**config.mk**
```make
export PLATFORM = sky130hd
export DESIGN_NAME = seq_gates_run_counter
export DESIGN_NICKNAME = d
export VERILOG_FILES = /design/src/rtl/seq_gates_run_counter.sv
export SDC_FILE = /design/constraint.sdc
export NUM_CORES = 1
export LEC_CHECK = 0
export CORE_MARGIN = 1
export CORE_UTILIZATION = 30
export CTS_CLUSTER_SIZE = 14
export DETAILED_ROUTE_END_ITERATION = 10
export PLACE_DENSITY = 0.44
export SYNTH_ARGS = -nofsm -noshare
export SYNTH_HDL_FRONTEND = slang
export SYNTH_SLANG_ARGS = --single-unit
```
**constraint.sdc**
```tcl
create_clock -name clk -period 5.3 [get_ports clk]
set_input_delay 0.795 -clock clk [delete_from_list [all_inputs] [get_ports clk]]
set_output_delay 0.795 -clock clk [all_outputs]
set_load 0.01 [all_outputs]
```
**src/rtl/seq_gates_run_counter.sv**
```systemverilog
// Measures runs of consecutive 1s on in_ and queues the run lengths in a small FIFO drained over val/rdy.
// Optional RUN_CNT_DROP_CNT_EN adds a saturating count of runs dropped on a full FIFO.
module seq_gates_run_counter #(
  parameter int unsigned p_cnt_nbits   = 8,
  parameter int unsigned p_num_entries = 4
) (
  input  logic                   clk,
  input  logic                   reset,
  input  logic                   in_,
  output logic                   out_val,
  input  logic                   out_rdy,
  output logic [p_cnt_nbits-1:0] out_msg,
  output logic                   busy
`ifdef RUN_CNT_DROP_CNT_EN
  ,
  output logic [p_cnt_nbits-1:0] drop_cnt
`endif
);

  localparam int unsigned PTR_W = (p_num_entries > 1) ? $clog2(p_num_entries) : 1;
  localparam int unsigned OCC_W = PTR_W + 1;

  typedef enum logic {IDLE = 1'b0, RUN = 1'b1} state_e;

  state_e                   state_q, state_d;
  logic [p_cnt_nbits-1:0]   cnt_q, cnt_d;
  logic [p_cnt_nbits-1:0]   mem_q [p_num_entries];
  logic [p_cnt_nbits-1:0]   mem_d [p_num_entries];
  logic [PTR_W-1:0]         wr_ptr_q, wr_ptr_d;
  logic [PTR_W-1:0]         rd_ptr_q, rd_ptr_d;
  logic [OCC_W-1:0]         occ_q, occ_d;
  logic                     out_val_q, out_val_d;
  logic [p_cnt_nbits-1:0]   out_msg_q, out_msg_d;
  logic                     busy_q, busy_d;
  logic [p_cnt_nbits-1:0]   drop_q, drop_d;

  logic enq, deq, full, drop;

  // Run-length FSM, FIFO pointers and the registered view of the FIFO head.
  always_comb begin
    state_d  = state_q;
    cnt_d    = cnt_q;
    mem_d    = mem_q;
    wr_ptr_d = wr_ptr_q;
    rd_ptr_d = rd_ptr_q;
    occ_d    = occ_q;
    drop_d   = drop_q;
    enq      = 1'b0;
    drop     = 1'b0;

    full = (occ_q == OCC_W'(p_num_entries));
    deq  = out_val_q & out_rdy;

    case (state_q)
      IDLE: begin
        if (in_) begin
          state_d = RUN;
          cnt_d   = p_cnt_nbits'(1);
        end
      end
      RUN: begin
        if (in_) begin
          if (cnt_q != '1) cnt_d = cnt_q + p_cnt_nbits'(1);
        end else begin
          state_d = IDLE;
          cnt_d   = '0;
          enq     = 1'b1;
        end
      end
      default: state_d = IDLE;
    endcase

    // A full FIFO still admits a new entry when the head leaves in the same cycle.
    if (enq && full && !deq) begin
      enq  = 1'b0;
      drop = 1'b1;
    end

    if (enq) begin
      mem_d[wr_ptr_q] = cnt_q;
      wr_ptr_d        = PTR_W'(wr_ptr_q + 1'b1);
    end
    if (deq) rd_ptr_d = PTR_W'(rd_ptr_q + 1'b1);

    case ({enq, deq})
      2'b10:   occ_d = occ_q + OCC_W'(1);
      2'b01:   occ_d = occ_q - OCC_W'(1);
      default: occ_d = occ_q;
    endcase

    if (drop && drop_q != '1) drop_d = drop_q + p_cnt_nbits'(1);

    out_val_d = (occ_d != '0);
    out_msg_d = out_val_d ? mem_d[rd_ptr_d] : '0;
    busy_d    = (state_d == RUN);
  end

  always_ff @(posedge clk) begin
    if (reset) begin
      state_q   <= IDLE;
      cnt_q     <= '0;
      wr_ptr_q  <= '0;
      rd_ptr_q  <= '0;
      occ_q     <= '0;
      out_val_q <= 1'b0;
      out_msg_q <= '0;
      busy_q    <= 1'b0;
      drop_q    <= '0;
    end else begin
      state_q   <= state_d;
      cnt_q     <= cnt_d;
      wr_ptr_q  <= wr_ptr_d;
      rd_ptr_q  <= rd_ptr_d;
      occ_q     <= occ_d;
      out_val_q <= out_val_d;
      out_msg_q <= out_msg_d;
      busy_q    <= busy_d;
      drop_q    <= drop_d;
    end
  end

  // Storage needs no reset; occupancy gates every read.
  always_ff @(posedge clk) begin
    mem_q <= mem_d;
  end

  assign out_val = out_val_q;
  assign out_msg = out_msg_q;
  assign busy    = busy_q;

`ifdef RUN_CNT_DROP_CNT_EN
  assign drop_cnt = drop_q;
`else
  logic unused_drop;
  assign unused_drop = ^drop_q;
`endif

endmodule

```
==> metrics.txt <==
Clock transition at path regs 0.07 ns; Layout Skew 0.00490 ns; Die Y 99.1 microns; largest family of logic cells by synthesized area compound AO/OA/AOI/OAI gates; CTS H-tree lvls 3; final core utilization 34.8%; top cell type's share of synthesized area 40.4%; most numerous cell in the Yosys netlist dfxtp_1; Horiz. Die Dim 99.1 microns; first-pass GRT wire length 10.3 mm; prevailing post-synth register cell dfxtp_1; # nets final 297; DR vias 2069; final hold violations 0; fillers 951; final setup violation count 0; top post-synthesis cells by count dfxtp_1 (57), mux2_2 (32), inv_1 (17), nor2_1 (15); Post-synth EDFFs 0; footprint of the multi-input gates 0.00152 sq mm; worst min-delay path category register to register; Longest Clk Path Bufs 2; root buffer cell clkbuf_8; leading post-synthesis cells by cell area dfxtp_1 (40%), mux2_2 (13%), ha_1 (2.7%); initial antenna violation count 0; cell taking the most area after synthesis dfxtp_1; measured slew at the worst slew-check pin 0.859 ns; gp weighted congestion 0.689; Startpoint Class input pin; core area 0.00920 sq mm; GR Overflow Total 0; Post-CTS Setup Bufs 0; Max-Cap Viols 0; n_diodes 0; max incr delay on CP 0.51 ns; Pleak 1.22 nW; number of synthesized register bits 57; CTS tree done; worst-path cell chain clkdlybuf4s50_1, nand2b_1, a21oi_1, inv_1, ha_1, inv_1, fa_1, xor3_1, a311o_1, nor2_2, a32o_1, a221o_1; Worst R2R Start busy$_SDFF_PP0_; Worst Path Required 5.57 ns; M2 GR Usage 20.9%; RSZ-0062 raised after global routing false; dpl cell area 0.00301 sq mm; Core Rows 35; Post-Syn Area per Cell 10.2 sq um; compound-gate portion of the synthesized area 17.8%; post-synthesis xor/xnor area fraction 3.63%; met3 Resource Use GR 3.19%; Routed WL per cell 15.4 microns; final instance area 0.00320 sq mm; Starting Density 30.7%; Inserted Clock Buffers 9; Post-DRT Antenna Nets 0; vias in the first global route 1977; drt pass-1 iters 4; Syn-to-layout area delta 13.2%; status complete, no violations; cell mode on critical path inv_1; fraction of layout cells with a size suffix above 1 20.0%; Slew Viols, Final 0; Initial DRC Count 74; busiest grt layer met2; cts hold-fix bufs 0; worst hold start mem_q[7]$_DFF_P_; setup tns final 0 ns; sequential element share of the synthesized area 40.4%; Gate Count Post-Synth 277; slew margin rel. 42.3%; final wirelength 6.17 mm; Tcrit/Tclk final 75.0%; mux contribution to synthesized area 12.7%; CP max-delay cell clkdlybuf4s50_1; Warnings, synthesis 0; Die ar. 0.00981 sq mm; power per cell area 333 mW/mm^2; Detailed Place HPWL 4.11 mm; CTS Sinks 57; num ports 14; Port Buffers 13; Remaining DRCs 0; PostCTS Resize Cnt 0; Worst VDD drop 98.8 uV; Async SR Flop Fraction 0%; cell area after synthesis 0.00283 sq mm; Worst Setup SP in_; CP endpoint kind register; FF+latch area 0.00114 sq mm; Via density 5.16; Cell variety after synth 48; Post-Syn Nets 288; CP arrival 4.25 ns; Synth Area in Simple Gates 16.1%; Fmax 251 MHz; Pwr Total 1.07 mW; critical path class input pin to register; Final min period 3.98 ns; GRT Total Usage 13.9%; adder-cell share of the synthesized area 3.36%; peak fanout along the critical path 15; global-route met1 utilization 18.4%; largest net degree at the start of global routing 25; Clk Latency, worst-skew pair 0.33 ns
kinds of logic (layout without fill, tap and decap cells):
logic type,Yosys count,count (layout)
AOI/OAI and AO/OA,59,59
xor gates and xnor gates,10,10
adders and majority gates,7,7
buffers and inverters,34,47
DFF,57,57
muxes,32,32
and+or+nand+nor,78,78
cell usage in the layout (no fill, tap or decap), drive strengths merged, types with 8 or more instances in the layout:
cell type	count
a21oi	8
and2	10
and4	8
clkbuf	12
clkdlybuf4s50	13
dfxtp	57
inv	17
mux2	32
nor2	17
nor3	8
o21ai	9
or3	10
path summary, 6_finish.rpt:
check / to / slack, ns / cells after the start
setup / recovery: out_msg[5]$_SDFF_PP0_ / 1.32 / 12
hold / removal: mem_q[7]$_DFF_P_ / 0.47 / 1
setup reg to reg: out_msg[5]$_SDFF_PP0_ / 1.73 / 11
hold reg to reg: mem_q[7]$_DFF_P_ / 0.47 / 1
sequential cells by signal, indices dropped and copies added (netlist names):
| name | count |
|---|---|
| busy | 1 |
| cnt_q | 8 |
| wr_ptr_q | 2 |
| rd_ptr_q | 2 |
| mem_q | 32 |
| out_msg | 8 |
| out_val | 1 |
| occ_q | 3 |
worst max-delay path, delay by kind of cell:
family,cells,cell delay (ns)
simple gates,2,0.70
xor+xnor,1,0.32
fa+ha+maj,2,0.49
compound gates,4,1.26
buf+inv,3,0.69
power by group:
group          internal, mW  switching (mW)  leakage [nW]
combinational        0.0851           0.106         0.658
clock                 0.239           0.173         0.102
sequential            0.447          0.0175         0.461
total                 0.771           0.296          1.22
layer usage:
metal / up-vias / wire (microns)
met5: - / 0
met3: 13 / 195
met4: 0 / 119
met1: 990 / 3150
li1: 1039 / -
met2: 27 / 2700
stage by stage:
stage          setup slack, ns  hold WS, ns  instances
3_3_place_gp              1.09        0.457        386
3_5_place_dp             0.980        0.461        386
6_report                  1.32        0.475        401
2_1_floorplan             1.95        0.447        277
5_1_grt                   1.04        0.495        401
4_1_cts                   1.32        0.477        401
area by class of cell:
class	count	share of cell area, %
Multi-Input combinational cell	186	47.4
Sequential cell	57	35.7
Clock buffer	12	4.85
Timing Repair Buffer	15	4.53
Tap cell	111	4.34
Inverter	17	1.99
Clock inverter	3	1.25
Power figures use the tool's default switching activity.
